`src/rtl/result_trace.sv`:
```
// result_trace: capture buffer for the CPU result bus.
// Samples `result` on every rising edge of clk, stores either every sample
// (mode=1) or only changes (mode=0) in a circular buffer, and drains the
// oldest entry on rd_en with a one-cycle registered read.
// Optional feature macro: RESULT_TRACE_TS_EN adds a free-running TS_W-bit
// cycle counter that is stored with each sample and returned on rd_ts.
module result_trace #(
    parameter int DATA_W = 16,
    parameter int DEPTH  = 16
`ifdef RESULT_TRACE_TS_EN
    ,
    parameter int TS_W   = 16
`endif
) (
    input  logic                       clk,
    input  logic                       rst,
    input  logic [DATA_W-1:0]          result,
    input  logic                       capture_en,
    input  logic                       mode,
    input  logic                       stop_on_full,
    input  logic                       rd_en,
    output logic [DATA_W-1:0]          rd_data,
`ifdef RESULT_TRACE_TS_EN
    output logic [TS_W-1:0]            rd_ts,
`endif
    output logic                       rd_valid,
    output logic [$clog2(DEPTH):0]     count,
    output logic                       full,
    output logic                       empty,
    output logic                       overflow
);

    localparam int PTR_W = $clog2(DEPTH);
    localparam int CNT_W = PTR_W + 1;
    localparam logic [CNT_W-1:0] FULL_CNT = CNT_W'(DEPTH);

    // Storage (no reset: contents are don't-care once the pointers clear)
    logic [DATA_W-1:0] r_mem [DEPTH];

    logic [PTR_W-1:0]  r_wr_ptr;
    logic [PTR_W-1:0]  r_rd_ptr;
    logic [CNT_W-1:0]  r_count;
    logic [DATA_W-1:0] r_last;
    logic              r_first;
    logic              r_overflow;
    logic [DATA_W-1:0] r_rd_data;
    logic              r_rd_valid;

`ifdef RESULT_TRACE_TS_EN
    logic [TS_W-1:0]   r_ts_mem [DEPTH];
    logic [TS_W-1:0]   r_ts_cnt;
    logic [TS_W-1:0]   r_rd_ts;
`endif

    logic w_full;
    logic w_empty;
    logic w_take;
    logic w_rd;
    logic w_do_write;
    logic w_overwrite;
    logic w_drop;
    logic w_inc;

    assign w_full  = (r_count == FULL_CNT);
    assign w_empty = (r_count == '0);

    // A sample is taken on change, on the very first sample, or always in mode 1
    assign w_take = capture_en && (mode || r_first || (result != r_last));

    // Reads are only honoured when something is stored
    assign w_rd = rd_en && !w_empty;

    // Full with a simultaneous pop behaves like a normal store; otherwise a
    // full buffer either overwrites the oldest entry or drops the sample.
    assign w_overwrite = w_take && w_full && !w_rd && !stop_on_full;
    assign w_drop      = w_take && w_full && !w_rd && stop_on_full;
    assign w_do_write  = w_take && !w_drop;
    assign w_inc       = w_do_write && !w_overwrite;

    // Storage write; when full, wr_ptr equals rd_ptr so the overwrite lands on
    // the oldest entry without a separate address path
    always_ff @(posedge clk) begin
        if (!rst && w_do_write) begin
            r_mem[r_wr_ptr] <= result;
`ifdef RESULT_TRACE_TS_EN
            r_ts_mem[r_wr_ptr] <= r_ts_cnt;
`endif
        end
    end

    // Pointers, occupancy, change detection, sticky overflow and read port
    always_ff @(posedge clk) begin
        if (rst) begin
            r_wr_ptr   <= '0;
            r_rd_ptr   <= '0;
            r_count    <= '0;
            r_last     <= '0;
            r_first    <= 1'b1;
            r_overflow <= 1'b0;
            r_rd_data  <= '0;
            r_rd_valid <= 1'b0;
        end else begin
            if (w_take) begin
                r_last  <= result;
                r_first <= 1'b0;
            end
            if (w_do_write) begin
                r_wr_ptr <= r_wr_ptr + 1'b1;
            end
            if (w_rd || w_overwrite) begin
                r_rd_ptr <= r_rd_ptr + 1'b1;
            end
            r_count <= r_count + {{(CNT_W-1){1'b0}}, w_inc}
                               - {{(CNT_W-1){1'b0}}, w_rd};
            if (w_drop || w_overwrite) begin
                r_overflow <= 1'b1;
            end
            r_rd_valid <= w_rd;
            if (w_rd) begin
                r_rd_data <= r_mem[r_rd_ptr];
            end
        end
    end

`ifdef RESULT_TRACE_TS_EN
    // Free-running timestamp counter and its registered read alongside rd_data
    always_ff @(posedge clk) begin
        if (rst) begin
            r_ts_cnt <= '0;
            r_rd_ts  <= '0;
        end else begin
            r_ts_cnt <= r_ts_cnt + 1'b1;
            if (w_rd) begin
                r_rd_ts <= r_ts_mem[r_rd_ptr];
            end
        end
    end

    assign rd_ts = r_rd_ts;
`endif

    assign rd_data  = r_rd_data;
    assign rd_valid = r_rd_valid;
    assign count    = r_count;
    assign full     = w_full;
    assign empty    = w_empty;
    assign overflow = r_overflow;

endmodule

```
`config.mk`:
```
export PLATFORM = sky130hd
export DESIGN_NAME = result_trace
export DESIGN_NICKNAME = d
export VERILOG_FILES = /design/src/rtl/result_trace.sv
export SDC_FILE = /design/constraint.sdc
export NUM_CORES = 1
export LEC_CHECK = 0
export CAP_MARGIN = 25
export CORE_MARGIN = 3
export CORE_UTILIZATION = 50
export CTS_CLUSTER_DIAMETER = 80
export DETAILED_ROUTE_END_ITERATION = 6
export HOLD_SLACK_MARGIN = 0.12
export PLACE_DENSITY = 0.72
export SYNTH_ARGS = -nofsm -noshare
export SYNTH_HDL_FRONTEND = slang
export SYNTH_SLANG_ARGS = --single-unit
```
`constraint.sdc`:
```
create_clock -name clk -period 3.55 [get_ports clk]
set_input_delay 0.355 -clock clk [delete_from_list [all_inputs] [get_ports clk]]
set_output_delay 0.355 -clock clk [all_outputs]
set_load 0.05 [all_outputs]
```
==> qor.yml, run 1 <==
instances_no_fill: 1051
num-nets-final: 749
total_power_mw: 8.897
end_kind: "flip-flop"
grt.overflow.total: 0
nFillCells: 1636
powerDensity_nw_per_um2: 634.2
leakagePower_nw: 4.556
worstPathRequired_ns: 4.02
arrival_ns: 3.56
drtPass1Iterations: 6
critPathKind: "input pin to flip-flop"
antenna_found_initial: 0
max-cap-violations: 0
htree_levels: 1
tritoncts_num_sinks: 304
critPathSlowestCell: "clkdlybuf4s50_1"
root_buffer: "clkbuf_16"
grt_pass1_vias: 6682
max_stage_delay_ns: 0.56
grt_max_degree: 38
clk_latency_ns: 0.54
wire_per_inst_um: 25.26
path_cells: "clkdlybuf4s50_1 > xor2_1 > nor4_1 > nand3_1 > o21ai_4 > a21o_1 > ha_1 > inv_1 > ha_1 > inv_1 > fa_1 > inv_1 > a21oi_1 > nor2_1 > o21ai_0 > a21oi_1"
holdPathStages: 2
cp_max_fo: 8
fin_util: 0.6086
finClkSkew_ns: 0.01172
rsz0062_at_grt: "no"
synthesis.nets: 659
placed_cells: 997
whs_ns: 0.2834
ir_worst_vdd_uv: 562.7
synth.ff_latch_count: 304
post_cts_buffers: 0
track_usage: 0.2111
grt_first_pass_wirelength_um: 40860
drc_errors: 0
holdBufCountCts: 0
ys_types: 42
clkSlewWorstSetupHoldPaths_ns: 0.06
setup_viol: 0
die_h_um: 160.5
multiInputGateArea_um2: 3146
viasPerCell: 5.912
io_pins: 47
cp_common_cell: "inv_1"
drive_gt1_frac: 0.2669
tightest_slew_ns: 0.8017
cts_buffers: 29
async_reset_ff_frac: 0
fin_crit_sh: 0.8699
setup_tns_ns: 0
syn_area_per_cell_um2: 19.10
synth_edf_count: 256
startpoint_type: "input pin"
yosysWarnings: 0
r2r_slack_ns: 0.51
die_area_um2: 25770
die_x_um: 160.5
tritoncts: "yes"
route.vias.total: 6214
outcome: "finished clean"
reg2reg_from: "r_last[6]"
core_region_area_um2: 23050
areaGrowthSynthToFinish_pct: 17.50
ys_seq_area_frac: 0.7243
r2r-end: "count[4]"
max_slew_margin: 0.4648
diodes: 0
num_rows: 55
hold_class: "input pin to flip-flop"
io_buffer_count: 46
regArea_um2: 8653
synthesis.instances: 625
synth_area_um2: 11940
hold_start: "rst"
ant_nets: 0
initial_utilization: 0.5179
clockBufferDepth: 3
hold_viol: 0
min_period_ns: 3.088
fmax_mhz: 323.8
hpwl_um: 15650
synthFlopType: "edfxtp_1"
ff2ff_path_depth: 15
slew_viol_final: 0
first_iter_violations: 534
gp_congestion: 0.7573
drt_wl_total_um: 26550
cts.repair.resized: 0
hold_path_end: "count[1]"
-- metal layers --
layer	wire (um)	global-route usage
met1	10590	0.2867
met2	12980	0.3435
met3	2087	0.04101
met4	888	0.07850
met5	0	0
-- worst max-delay path: cells and delay by family --
kind	cells	cell delay, ns
adder cells (fa/ha/maj)	3	0.77
XOR/XNOR	1	0.24
buffers and inverters	4	0.74
AO/OA/AOI/OAI	5	0.63
AND/OR/NAND/NOR	3	0.80
-- Yosys cell counts, types with 5 or more instances --
library cell  instances  share of area
a21oi_1              23         0.0096
buf_1                 5         0.0016
buf_2                 9         0.0038
clkbuf_1             14         0.0044
dfxtp_1              48          0.080
edfxtp_1            256           0.64
ha_1                 11          0.012
inv_1                14         0.0044
mux2i_1              17          0.014
mux4_2               80           0.15
nand2_1              34          0.011
nand2b_1              7         0.0037
nor2_1               26         0.0082
nor3_1               15         0.0063
nor4_1                6         0.0031
xnor2_1               6         0.0044
xor2_1               14          0.010
-- worst max path at each step --
stage               depth (start not counted)           to      start  slack (ns)
finish                                     16     count[4]  result[9]        0.46
detailed placement                         16     count[4]  result[9]        -0.1
CTS                                        16     count[4]  result[9]        0.47
floorplan                                   7  r_mem[1][0]   count[2]       -0.31
global route                               16     count[4]  result[9]        0.32
global placement                           16     count[4]  result[9]       -0.05
-- cell families after synthesis --
kind of cell	count (synthesis)	share of synthesized area
mux	99	0.1670
flops	304	0.7243
xor+xnor	20	0.01467
simple gates	104	0.04055
fa+ha+maj	12	0.01320
compound gates	37	0.01960
buf+inv	49	0.02064
-- cell usage in the layout (no fill, tap or decap), types with 4 or more instances in the layout --
cell type        synthesis  layout
edfxtp_1               256     256
mux4_2                  80      80
dfxtp_1                 48      46
buf_4                    1      46
clkdlybuf4s50_1          0      45
nand2_1                 34      34
clkbuf_16                0      29
nor2_1                  26      26
a21oi_1                 23      23
mux2i_1                 17      17
inv_1                   14      14
xor2_1                  14      14
nor3_2                   0      12
ha_1                    11      11
clkbuf_1                14       8
nand2b_1                 7       7
xnor2_1                  6       6
clkbuf_8                 0       6
o21ai_0                  4       4
clkinv_2                 0       4
-- state kept, by name, indices dropped and copies added, names as in the netlist --
| signal | flops |
|---|---|
| count | 5 |
| overflow | 1 |
| r_first | 1 |
| r_last | 16 |
| r_mem | 256 |
| r_rd_ptr | 4 |
| r_wr_ptr | 4 |
| rd_data | 16 |
| rd_valid | 1 |
-- metrics by stage --
| stage | cell area, um2 | worst slack [ns] |
|---|---|---|
| floorplan | 11970 | -0.3127 |
| global placement | 13080 | -0.05070 |
| detailed placement | 13080 | -0.09752 |
| CTS | 14030 | 0.4658 |
| global route | 14030 | 0.3243 |
| finish | 14030 | 0.4619 |
-- where the power goes --
part | internal (mW) | switching, mW | leakage (nW)
Combinational | 0.801 | 0.955 | 1.39
Sequential | 3.99 | 0.142 | 2.70
Clock | 1.77 | 1.24 | 0.463
Total | 6.57 | 2.33 | 4.56
-- cell type report --
type | count | share of cell area
Timing Repair Buffer | 94 | 0.05993
Clock inverter | 11 | 0.007670
Sequential cell | 304 | 0.6168
Clock buffer | 43 | 0.05975
Inverter | 14 | 0.003746
Tap cell | 313 | 0.02791
Multi-Input combinational cell | 272 | 0.2242
Note: power is estimated with default switching activity, not from simulation.
==> run 2: changes to the inputs <==
SLEW_MARGIN = 20   (was default)
==> results of run 2 <==
No change in the layout: final DEF, timing and power equal those of run 1.
